**config.mk**
```make
export PLATFORM = sky130hd
export DESIGN_NAME = hazard_ctrl
export DESIGN_NICKNAME = d
export VERILOG_FILES = /design/src/rtl/hazard_ctrl.sv
export SDC_FILE = /design/constraint.sdc
export NUM_CORES = 1
export LEC_CHECK = 0
export BUFFER_PORTS_ARGS = -buffer_cell sky130_fd_sc_hd__buf_2
export CORE_MARGIN = 8
export CORE_UTILIZATION = 48
export CTS_CLUSTER_SIZE = 30
export DETAILED_ROUTE_END_ITERATION = 10
export GPL_ROUTABILITY_DRIVEN = 0
export PLACE_DENSITY = 0.81
export SYNTH_ARGS = -nofsm -noshare
export SYNTH_HDL_FRONTEND = slang
export SYNTH_SLANG_ARGS = --single-unit
```
**constraint.sdc**
```tcl
create_clock -name hazard_clk_i -period 3.5 [get_ports hazard_clk_i]
set_clock_uncertainty 0.2 [all_clocks]
set_input_delay 0 -clock hazard_clk_i [delete_from_list [all_inputs] [get_ports hazard_clk_i]]
set_output_delay 0 -clock hazard_clk_i [all_outputs]
set_load 0.02 [all_outputs]
```
**src/rtl/hazard_ctrl.sv**
```systemverilog
// Hazard and stall controller for the five-stage MIPS pipeline: it detects RAW hazards
// that forwarding cannot cover, owns the mult/div busy countdown, and counts stalled cycles.
module hazard_ctrl (
  input  logic        hazard_clk_i,
  input  logic        hazard_rst_n_i,
  input  logic [31:0] hazard_str_D_i,
  input  logic [31:0] hazard_str_E_i,
  input  logic [31:0] hazard_str_M_i,
  output logic        hazard_stall_F_o,
  output logic        hazard_stall_D_o,
  output logic        hazard_clr_E_o,
  output logic        hazard_busy_o,
  output logic [31:0] hazard_stallcnt_o
);
  localparam logic [3:0] MULT_LAT = 4'd5;
  localparam logic [3:0] DIV_LAT  = 4'd10;

  typedef struct packed {
    logic cal_r, cal_i, load, store, br, jr, jal, md, mf, mt;
  } cls_t;

  // Operand demand of the D-stage instruction.
  typedef struct packed {
    logic       use_rs, use_rt;
    logic [1:0] tuse_rs, tuse_rt;
    logic       hilo;
  } src_t;

  function automatic cls_t classify(input logic [31:0] ins);
    cls_t c;
    c = '0;
    if (ins[31:26] == 6'b000000) begin
      case (ins[5:0])
        6'b100001, 6'b100011, 6'b100100,
        6'b100101, 6'b101010, 6'b000000: c.cal_r = 1'b1;
        6'b001000:                       c.jr    = 1'b1;
        6'b011000, 6'b011001,
        6'b011010, 6'b011011:            c.md    = 1'b1;
        6'b010000, 6'b010010:            c.mf    = 1'b1;
        6'b010001, 6'b010011:            c.mt    = 1'b1;
        default: ;
      endcase
    end else begin
      case (ins[31:26])
        6'b001101, 6'b001111, 6'b001001: c.cal_i = 1'b1;
        6'b100011:                       c.load  = 1'b1;
        6'b101011:                       c.store = 1'b1;
        6'b000100:                       c.br    = 1'b1;
        6'b000011:                       c.jal   = 1'b1;
        default: ;
      endcase
    end
    return c;
  endfunction

  // A destination of $0 reads as "none", so it never matches a nonzero source.
  function automatic logic [4:0] dst_of(input logic [31:0] ins);
    cls_t c;
    c = classify(ins);
    if (c.cal_r || c.mf)        return ins[15:11];
    else if (c.cal_i || c.load) return ins[20:16];
    else if (c.jal)             return 5'd31;
    else                        return 5'd0;
  endfunction

  function automatic logic [1:0] tnew_e_of(input logic [31:0] ins);
    cls_t c;
    c = classify(ins);
    if (c.load)                        return 2'd2;
    else if (c.cal_r || c.cal_i || c.mf) return 2'd1;
    else                               return 2'd0;
  endfunction

  function automatic logic [1:0] tnew_m_of(input logic [31:0] ins);
    cls_t c;
    c = classify(ins);
    return c.load ? 2'd1 : 2'd0;
  endfunction

  function automatic logic is_md(input logic [31:0] ins);
    cls_t c;
    c = classify(ins);
    return c.md;
  endfunction

  function automatic src_t src_of(input logic [31:0] ins);
    cls_t c;
    src_t s;
    c = classify(ins);
    s.use_rs  = c.br | c.jr | c.cal_r | c.cal_i | c.load | c.store | c.md | c.mt;
    s.tuse_rs = (c.br || c.jr) ? 2'd0 : 2'd1;
    s.use_rt  = c.br | c.cal_r | c.md | c.store;
    s.tuse_rt = c.br ? 2'd0 : (c.store ? 2'd2 : 2'd1);
    s.hilo    = c.md | c.mf | c.mt;
    return s;
  endfunction

  src_t       src_d;
  logic [4:0] rs_d, rt_d, dst_e, dst_m;
  logic [1:0] tnew_e, tnew_m;
  logic       md_e, div_e;
  logic       data_stall, md_stall, stall;
  logic [3:0] busy_cnt;
  logic [31:0] stall_cnt;

  always_comb begin
    src_d  = src_of(hazard_str_D_i);
    rs_d   = hazard_str_D_i[25:21];
    rt_d   = hazard_str_D_i[20:16];
    dst_e  = dst_of(hazard_str_E_i);
    dst_m  = dst_of(hazard_str_M_i);
    tnew_e = tnew_e_of(hazard_str_E_i);
    tnew_m = tnew_m_of(hazard_str_M_i);
    md_e   = is_md(hazard_str_E_i);
    div_e  = hazard_str_E_i[1];
  end

  always_comb begin
    data_stall = 1'b0;
    if (src_d.use_rs && rs_d != 5'd0) begin
      if (rs_d == dst_e && src_d.tuse_rs < tnew_e) data_stall = 1'b1;
      if (rs_d == dst_m && src_d.tuse_rs < tnew_m) data_stall = 1'b1;
    end
    if (src_d.use_rt && rt_d != 5'd0) begin
      if (rt_d == dst_e && src_d.tuse_rt < tnew_e) data_stall = 1'b1;
      if (rt_d == dst_m && src_d.tuse_rt < tnew_m) data_stall = 1'b1;
    end
    md_stall = src_d.hilo && (hazard_busy_o || md_e);
    stall    = data_stall | md_stall;
  end

  // A start arriving while the unit is already counting is ignored.
  always_ff @(posedge hazard_clk_i or negedge hazard_rst_n_i) begin
    if (!hazard_rst_n_i)               busy_cnt <= 4'd0;
    else if (busy_cnt == 4'd0 && md_e) busy_cnt <= div_e ? DIV_LAT : MULT_LAT;
    else if (busy_cnt != 4'd0)         busy_cnt <= busy_cnt - 4'd1;
  end

  always_ff @(posedge hazard_clk_i or negedge hazard_rst_n_i) begin
    if (!hazard_rst_n_i) stall_cnt <= 32'd0;
    else if (stall)      stall_cnt <= stall_cnt + 32'd1;
  end

  assign hazard_busy_o     = (busy_cnt != 4'd0);
  assign hazard_stall_F_o  = stall;
  assign hazard_stall_D_o  = stall;
  assign hazard_clr_E_o    = stall;
  assign hazard_stallcnt_o = stall_cnt;
endmodule

```
==> impl_metrics.tcl, run 1 <==
set metrics [dict create \
    syn-instance-count 345 \
    hold_class "primary input to flip-flop" \
    setup_violations 0 \
    required_ns 3.47 \
    fin_ws_ns 0.345 \
    max_stage_delay_ns 0.54 \
    cts_max_path_buffers 2 \
    rr_startpoint "busy_cnt[0]$_DFFE_PN0P_" \
    root_buffer "clkbuf_8" \
    multi_input_area_mm2 0.00202 \
    cts_made_buffers 5 \
    syn-mean-instance-area_um2 8.79 \
    numPortBuffers 103 \
    seqCellArea_um2 901 \
    hold_buffers 2 \
    grt_use_total_pct 18.5 \
    synthFlopType "dfrtp_1" \
    drc 0 \
    clock-sinks 36 \
    p_leak_nw 1.98 \
    max_freq_mhz 317 \
    htree_levels 2 \
    synth_warnings 0 \
    grt_max_degree 37 \
    setup_tns_ns 0 \
    drt.antenna.violating_nets 0 \
    ys_seq_area_share_pct 29.7 \
    status "complete, no violations" \
    die_h_um 95.5 \
    nNetsFinal 549 \
    ios 134 \
    cts_setup_buffers 0 \
    crit_chain "dlygate4sd3_1 -> buf_2 -> nor4bb_1 -> or3_1 -> o211a_1 -> a31oi_1 -> or3_1 -> nor4_2 -> nor4_4 -> buf_12 -> or3_1 -> xnor2_1" \
    ys_ff_latch 36 \
    initial_core_util_pct 48.6 \
    synthesis.nets 446 \
    wl_per_cell_um 15.8 \
    rows 29 \
    finalWirelength_mm 8.30 \
    coreArea_mm2 0.00624 \
    die-area_mm2 0.00912 \
    ir_drop_v 0.000235 \
    arrival_ns 3.13 \
    power_density_mw_per_mm2 274 \
    worst_pin_slew_ns 0.785 \
    dpl_worst_slack_ns 0.260 \
    drive_gt1_share_pct 28.3 \
    n_antenna_cell 0 \
    layout_min_cycle_time_ns 3.16 \
    syn_area_mm2 0.00303 \
    grt_first_pass_wirelength_mm 13.9 \
    cts-resized-gates 0 \
    synthArstFlopShare_pct 100 \
    chipWidth_um 95.5 \
    dr.pass1.iters 5 \
    setup.worst_path.class "primary input to flip-flop" \
    slew_viol_final 0 \
    synth-edff-count 0 \
    overflow 0 \
    path_max_fanout 33 \
    relSlewSlack_pct 47.7 \
    dp_hpwl_mm 6.72 \
    finalHoldViolCount 0 \
    cp_slowest_cell "dlygate4sd3_1" \
    antenna_found_initial 0 \
    start_kind "primary input" \
    finalCritPeriodShare_pct 90.2 \
    clkLatencyLatePin_ns 0.28 \
    num_vias 3107 \
    cap_viol_max_count 0 \
    cts_tree "done" \
    endpoint_kind "flip-flop" \
    dr.first_iter.drc_count 110 \
    cpMostUsedCell "or3_1" \
    synth_cell_type_count 60 \
    path_clk_slew_ns 0.07 \
    synthToLayoutAreaGrowth_pct 23.1 \
    viasPerCell 5.91 \
    n_fill_cell 563 \
    hold_start "hazard_str_E_i[3]" \
    crit_start "hazard_str_E_i[1]" \
    grt_pass1_vias 3078 \
    rsz0062_at_grt "no" \
    whs_ns 0.0341 \
]
worst paths after layout:
| kind | endpoint | slack (ns) | cells past startpoint |
|---|---|---|---|
| min in group asynchronous | busy_cnt[2]$_DFFE_PN0P_ | 0.14 | 2 |
| setup reg to reg | hazard_stallcnt_o[1]$_DFFE_PN0P_ | 0.78 | 8 |
| hold reg to reg | hazard_stallcnt_o[31]$_DFFE_PN0P_ | 0.27 | 1 |
| hold / removal | busy_cnt[0]$_DFFE_PN0P_ | 0.03 | 4 |
| setup / recovery | hazard_stallcnt_o[23]$_DFFE_PN0P_ | 0.34 | 12 |
| max in group asynchronous | hazard_stallcnt_o[13]$_DFFE_PN0P_ | 2.46 | 2 |
worst max-delay path, delay by kind of cell:
family / cells / cell delay [ns]
and+or+nand+nor: 6 / 1.66
xor gates and xnor gates: 1 / 0.13
AOI/OAI and AO/OA: 2 / 0.45
buffers and inverters: 3 / 0.89
power breakdown:
group | leakage [nW] | internal [W] | switching [W]
Sequential | 0.494 | 0.000442 | 0.0000225
Clock | 0.0445 | 0.000160 | 0.000140
Combinational | 1.44 | 0.000112 | 0.000148
cells in the mapped netlist, drive strengths merged (8+ instances only):
cell | n | share of area, %
nand2b | 9 | 1.9
a21oi | 12 | 2.1
nor3b | 12 | 3.0
o21ai | 9 | 1.6
dfrtp | 36 | 30
nor4 | 8 | 2.1
nor2 | 17 | 2.1
inv | 15 | 1.9
nor2b | 13 | 2.7
xor2 | 30 | 8.7
nand3 | 11 | 1.8
and3 | 16 | 3.3
nand2 | 15 | 1.9
nor3 | 17 | 2.8
o211ai | 12 | 3.0
layout by cell type (no fill, tap or decap), types with 6 or more instances in the layout:
cell type | Yosys | layout
buf_2 | 3 | 103
dfrtp_1 | 36 | 36
xor2_1 | 30 | 30
nor3_1 | 17 | 17
nor2_1 | 17 | 17
and3_1 | 16 | 16
nand2_1 | 15 | 15
inv_1 | 15 | 15
nor2b_1 | 13 | 13
o211ai_1 | 12 | 12
nor3b_1 | 12 | 12
a21oi_1 | 11 | 11
nand3_1 | 11 | 11
nand2b_1 | 9 | 9
o21ai_0 | 8 | 8
nor4_1 | 6 | 6
xnor2_1 | 6 | 6
clkbuf_8 | 0 | 6
through the flow:
stage | total power (W) | cells | utilization, % | instance area [um2]
final | 0.00102 | 526 | 59.8 | 3730
after CTS | 0.00103 | 526 | 59.8 | 3730
after global routing | 0.00108 | 526 | 59.8 | 3730
after global placement | 0.000712 | 516 | 58.0 | 3620
after detailed placement | 0.000724 | 516 | 58.0 | 3620
after floorplan | 0.000620 | 345 | - | 3030
logic make-up after synthesis:
| logic type | synth area share (%) |
|---|---|
| buf+inv | 3.84 |
| simple gates | 32.8 |
| compound gates | 19.8 |
| mux | 2.15 |
| flops | 29.7 |
| xor+xnor | 10.4 |
| fa+ha+maj | 1.24 |
registers in the layout (all words and copies together) (netlist names):
signal             cells
hazard_stallcnt_o     32
busy_cnt               4
area by class of cell:
cell class | count | area share (%)
multi-input cells | 283 | 54.2
clock inverters | 1 | 0.201
inverters | 15 | 1.51
well taps | 77 | 2.58
clock buffers | 7 | 2.31
flip-flops and latches | 36 | 24.1
repair buffers | 107 | 15.1
layer usage:
layer	share of wire, %	global-route usage [%]	up-vias
met3	7.3	3.62	17
met1	43	23.3	1444
li1	-	-	1517
met5	0	0	-
met4	2.1	6.66	0
met2	47	30.7	129
(Power assumes the default switching activity.)
==> run 2: changes to the inputs <==
==> constraint.sdc (replaced) <==
create_clock -name hazard_clk_i -period 3.4 [get_ports hazard_clk_i]
set_clock_uncertainty 0.2 [all_clocks]
set_input_delay 0 -clock hazard_clk_i [delete_from_list [all_inputs] [get_ports hazard_clk_i]]
set_output_delay 0 -clock hazard_clk_i [all_outputs]
set_load 0.02 [all_outputs]
==> impl_metrics.tcl, run 2 (synthesis gave the netlist of run 1 again) <==
set metrics [dict create \
    endpoint_kind "output pin" \
    die_h_um 95.5 \
    fin_util_pct 59.5 \
    numPortBuffers 103 \
    post-place-cells 517 \
    initial_core_util_pct 48.6 \
    cp_slowest_cell "dlygate4sd3_1" \
    rsz0062_at_grt "no" \
    largest_reg_flops 32 \
    layout_min_cycle_time_ns 3.16 \
    coreArea_mm2 0.00624 \
    n_fill_cell 573 \
    htree_levels 2 \
    final_cell_mix "103 x buf_2, 36 x dfrtp_1, 30 x xor2_1, 17 x nor3_1, 17 x nor2_1" \
    slew_viol_final 0 \
    required_ns 3.20 \
    finalCritPeriodShare_pct 93.0 \
    setup.worst_path.class "primary input to output pin" \
    finalHoldViolCount 0 \
    crit_chain "dlygate4sd3_1 -> buf_2 -> nor4_1 -> or3_1 -> o211a_1 -> and4_1 -> nor3_1 -> nor4_1 -> nor4_4 -> buf_4 -> inv_1 -> buf_2" \
    cts_tree "done" \
    whs_ns 0.0391 \
    setup_violations 0 \
    max_freq_mhz 316 \
    worst_pin_slew_ns 0.773 \
    p_leak_nw 1.97 \
    dp_hpwl_mm 6.82 \
    num_vias 3099 \
    grt_max_degree 37 \
    path_max_fanout 24 \
    path_clk_slew_ns 0.06 \
    relSlewSlack_pct 48.5 \
    grt_first_pass_wirelength_mm 13.6 \
    arrival_ns 2.96 \
    power_density_mw_per_mm2 275 \
    die-area_mm2 0.00912 \
    worst-path-buf-inv 5 \
    ios 134 \
    clock-sinks 36 \
    viasPerCell 5.89 \
    drc 0 \
    hold_class "primary input to flip-flop" \
    layout_commonest_cell "buf_2" \
    dr.pass1.iters 4 \
    nNetsFinal 550 \
    synthToLayoutAreaGrowth_pct 22.4 \
    drt.antenna.violating_nets 0 \
    antenna_found_initial 0 \
    cts_max_path_buffers 2 \
    cap_viol_max_count 0 \
    grt_use_total_pct 18.3 \
    root_buffer "clkbuf_8" \
    rows 29 \
    cts-resized-gates 0 \
    chipWidth_um 95.5 \
    finalWirelength_mm 8.33 \
    overflow 0 \
    clkLatencyLatePin_ns 0.28 \
    final_cells 526 \
    n_antenna_cell 0 \
    wl_per_cell_um 15.8 \
    grt_pass1_vias 3061 \
    drive_gt1_share_pct 28.3 \
    dr.first_iter.drc_count 124 \
    status "complete, no violations" \
    start_kind "primary input" \
    cts_made_buffers 5 \
    ir_drop_v 0.000250 \
    fin_area_mm2 0.00371 \
    path_delay_family "simple AND/OR/NAND/NOR gates" \
    setup_tns_ns 0 \
    max_stage_delay_ns 0.52 \
    dpl_cell_area_mm2 0.00362 \
]
[run 2: cell types whose count changed in the layout (fill, tap and decap cells not counted)]
cell and delta:
clkinvlp_4 -1, buf_12 -1, clkbuf_8 -1, clkinv_2 +1, buf_4 +2
[run 2: stage by stage]
step,setup WS (ns),power (W)
4_1_cts,0.245,0.00103
3_5_place_dp,0.178,0.000750
2_1_floorplan,0.497,0.000638
5_1_grt,0.0737,0.00109
6_report,0.239,0.00102
3_3_place_gp,0.259,0.000732
[run 2: path summary, 6_finish.rpt]
check,from,endpoint,slack [ns],depth (start not counted)
worst max-delay path,hazard_str_E_i[1],hazard_stall_D_o,0.24,12
worst min-delay path,hazard_str_E_i[3],busy_cnt[0]$_DFFE_PN0P_,0.04,4
worst max register to register,busy_cnt[0]$_DFFE_PN0P_,hazard_stallcnt_o[1]$_DFFE_PN0P_,0.62,8
worst min register to register,hazard_stallcnt_o[31]$_DFFE_PN0P_,hazard_stallcnt_o[31]$_DFFE_PN0P_,0.27,1
max in group asynchronous,hazard_rst_n_i,hazard_stallcnt_o[6]$_DFFE_PN0P_,2.37,2
min in group asynchronous,hazard_rst_n_i,hazard_stallcnt_o[0]$_DFFE_PN0P_,0.13,2
[run 2: timing repair]
action                                 in CTS  in global routing
buffers inserted                            0                  0
hold buffers                                2                  0
endpoints found under the hold margin      38                  0
[run 2: layout make-up]
type | instances | area, um2 | share of cell area [%]
clock buffer | 6 | 72.6 | 1.95
clock inverter | 1 | 5.00 | 0.135
inverter | 15 | 56.3 | 1.52
multi-input combinational | 283 | 2020 | 54.5
sequential | 36 | 901 | 24.3
tap | 77 | 96.3 | 2.59
timing repair buffer | 108 | 558 | 15.0
[run 2: worst register-to-register path, delay by kind of cell, from the launching register on]
| family | cells | cell delay (ns) |
|---|---|---|
| simple gates | 2 | 0.57 |
| mux | 1 | 0.38 |
| flops | 1 | 0.41 |
| fa+ha+maj | 1 | 0.24 |
| buf+inv | 2 | 0.43 |
| compound gates | 2 | 0.44 |
[run 2: routing by layer]
metal	track usage, %	vias to the layer above	part of all wire, %
li1	-	1527	-
met4	5.25	0	1.2
met2	31.1	116	48
met5	0	-	0
met1	22.6	1446	43
met3	4.09	10	8.0
[run 2: power breakdown]
part	internal (W)	total, W	switching [W]	leakage [nW]
Combinational	0.000116	0.000268	0.000152	1.44
Sequential	0.000455	0.000478	0.0000226	0.494
Clock	0.000139	0.000274	0.000135	0.0410
Total	0.000710	0.00102	0.000310	1.97
==> run 3: changes to the inputs <==
--- a/config.mk
+++ b/config.mk
@@ -5,9 +5,10 @@
 export SDC_FILE = /design/constraint.sdc
 export NUM_CORES = 1
 export LEC_CHECK = 0
+export ABC_AREA = 1
 export BUFFER_PORTS_ARGS = -buffer_cell sky130_fd_sc_hd__buf_2
 export CORE_MARGIN = 8
-export CORE_UTILIZATION = 48
+export CORE_UTILIZATION = 50
 export CTS_CLUSTER_SIZE = 30
 export DETAILED_ROUTE_END_ITERATION = 10
 export GPL_ROUTABILITY_DRIVEN = 0
==> impl_metrics.tcl, run 3 <==
set metrics [dict create \
    fin_area_mm2 0.00419 \
    synthTopCellsByCount "195 x nand2_1, 64 x inv_1, 64 x nor2_1" \
    chipWidth_um 99.8 \
    dr.pass1.iters 5 \
    drt.antenna.violating_nets 0 \
    hold_buffers 2 \
    cp_slowest_cell "nand3_4" \
    nNetsFinal 782 \
    endpoint_kind "output pin" \
    rsz0062_at_grt "no" \
    ir_drop_v 0.000118 \
    grt_first_pass_wirelength_mm 17.7 \
    cts_max_path_buffers 2 \
    root_buffer "clkbuf_8" \
    slew_viol_final 0 \
    synth_top_area_share_pct 25.6 \
    r2r_slack_ns 0.93 \
    start_kind "flip-flop" \
    finalCritPeriodShare_pct 79.8 \
    die_h_um 99.8 \
    dr.first_iter.drc_count 258 \
    finalHoldViolCount 0 \
    setup.worst_path.class "flip-flop to output pin" \
    cts_tree "done" \
    viasPerCell 5.42 \
    synthArstFlopShare_pct 100 \
    num_vias 4208 \
    finalWirelength_mm 10.4 \
    synthesis.nets 682 \
    synthToLayoutAreaGrowth_pct 19.3 \
    synthFlopType "dfrtp_1" \
    n_fill_cell 666 \
    layout_min_cycle_time_ns 2.71 \
    clkLatencyLatePin_ns 0.29 \
    cap_viol_max_count 0 \
    clkPwrFrac_pct 30.9 \
    r2r_cells 10 \
    wl_per_cell_um 13.4 \
    yosys.area.top_type "dfrtp_1" \
    status "complete, no violations" \
    ios 134 \
    hold_start "hazard_str_E_i[4]" \
    required_ns 3.20 \
    path_clk_slew_ns 0.07 \
    crit_chain "inv_1 -> ha_1 -> nand2_1 -> nor2_1 -> a21oi_1 -> nand3_1 -> buf_4 -> nand3_4 -> buf_2" \
    power_density_mw_per_mm2 253 \
    clock-sinks 36 \
    intPower_w 0.000739 \
    final_cell_mix "195 x nand2_1, 103 x buf_2, 64 x inv_1, 64 x nor2_1, 62 x nand3_1" \
    hold_class "primary input to flip-flop" \
    coreArea_mm2 0.00679 \
    htree_levels 2 \
    final_cells 777 \
    cts_setup_buffers 0 \
    yosysMostFrequentCell "nand2_1" \
    cts-resized-gates 0 \
    setup_violations 0 \
    layout_commonest_cell "nand2_1" \
    max_stage_delay_ns 0.37 \
    holdPathEnd "busy_cnt[0]$_DFFE_PN0P_" \
    relSlewSlack_pct 45.5 \
    arrival_ns 2.51 \
    n_antenna_cell 0 \
    syn-mean-instance-area_um2 6.05 \
    power.switching_w 0.000323 \
    dp_hpwl_mm 8.33 \
    rr_startpoint "busy_cnt[0]$_DFFE_PN0P_" \
    synthTopCellsByArea "dfrtp_1 26%, nand2_1 21%, nand3_1 8.8%" \
    path_max_fanout 35 \
    setup_tns_ns 0 \
    p_seq_share_pct 43.7 \
    overflow 0 \
    grt_use_total_pct 21.0 \
    r2r-end "hazard_stallcnt_o[5]$_DFFE_PN0P_" \
    die-area_mm2 0.00997 \
    drive_gt1_share_pct 18.9 \
    hold_path_depth 4 \
    initial_core_util_pct 51.7 \
    largest_reg_flops 32 \
    worst_pin_slew_ns 0.817 \
    drc 0 \
    dpl_cell_area_mm2 0.00408 \
    synth-edff-count 0 \
    grt_max_degree 37 \
    ys_seq_area_share_pct 25.6 \
    fin_util_pct 61.7 \
    syn_area_mm2 0.00351 \
    combPwrFrac_pct 25.4 \
    synth_warnings 0 \
    ys_ff_latch 36 \
    crit_start "busy_cnt[0]$_DFFE_PN0P_" \
    syn-instance-count 581 \
    numPortBuffers 103 \
    cts_made_buffers 5 \
    antenna_found_initial 0 \
    rows 30 \
    post-place-cells 768 \
    synth_cell_type_count 34 \
    netSwitchingFraction_pct 30.4 \
    p_leak_nw 2.39 \
    grt_pass1_vias 4045 \
    max_freq_mhz 369 \
]
-- run 3: cell count changes after synthesis, sizes merged, moves of 6 or more --
cell and change:
nand2 +185, inv +53, nand3 +53, nor2 +50
nand4 +41, and3 -15, nor2b -13, nor3b -11
nand2b -9, o211ai -9, xor2 -7, buf +6
-- run 3: how the worst max path moves through the flow --
stage                                              to  cells past startpoint  slack, ns
floorplan           hazard_stallcnt_o[31]$_DFFE_PN0P_                     12       1.28
global placement    hazard_stallcnt_o[27]$_DFFE_PN0P_                     10       0.98
detailed placement  hazard_stallcnt_o[13]$_DFFE_PN0P_                     10       0.93
CTS                                  hazard_stall_D_o                      9       0.67
global route                         hazard_stall_D_o                      9       0.40
finish                               hazard_stall_D_o                      9       0.69
-- run 3: area by class of cell --
class                      count  area (um2)  area share [%]
multi-input combinational    462        2260            54.0
sequential                    36         901            21.5
timing repair buffer         108         558            13.3
inverter                      68         255            6.09
tap                           96         120            2.86
clock buffer                   7        96.3            2.30
-- run 3: cells by family after synthesis --
family / count (synthesis) / share of synthesized area (%)
DFF: 36 / 25.6
adders and majority gates: 3 / 1.07
AOI/OAI and AO/OA: 23 / 3.92
and+or+nand+nor: 404 / 51.4
buffers and inverters: 83 / 9.97
xor gates and xnor gates: 32 / 7.97
-- run 3: per-stage QoR --
step / worst slack (ns) / hold WS (ns) / total power [W]
final: 0.688 / 0.0364 / 0.00106
after global routing: 0.401 / 0.0680 / 0.00113
after CTS: 0.670 / 0.0258 / 0.00107
after detailed placement: 0.929 / -0.0655 / 0.000741
after global placement: 0.983 / -0.0757 / 0.000723
after floorplan: 1.28 / -0.496 / 0.000636
-- run 3: critical path, delay by kind of cell (launching register included) --
kind	cells	cell delay, ns
DFF	1	0.36
and+or+nand+nor	4	0.75
adders and majority gates	1	0.21
AOI/OAI and AO/OA	1	0.15
buffers and inverters	3	0.74
-- run 3: routing by layer --
metal	track usage [%]	share of wire, %
met5	0	0
met4	8.61	2.6
met3	4.50	8.3
met2	35.6	47
met1	25.1	42
-- run 3: power by group through the flow --
stage          logic, W  registers (W)  clock network, W
6_report       0.000270       0.000465          0.000329
5_1_grt        0.000308       0.000468          0.000352
4_1_cts        0.000270       0.000464          0.000333
3_5_place_dp   0.000268       0.000472                 0
3_3_place_gp   0.000252       0.000471                 0
2_1_floorplan  0.000164       0.000472                 0
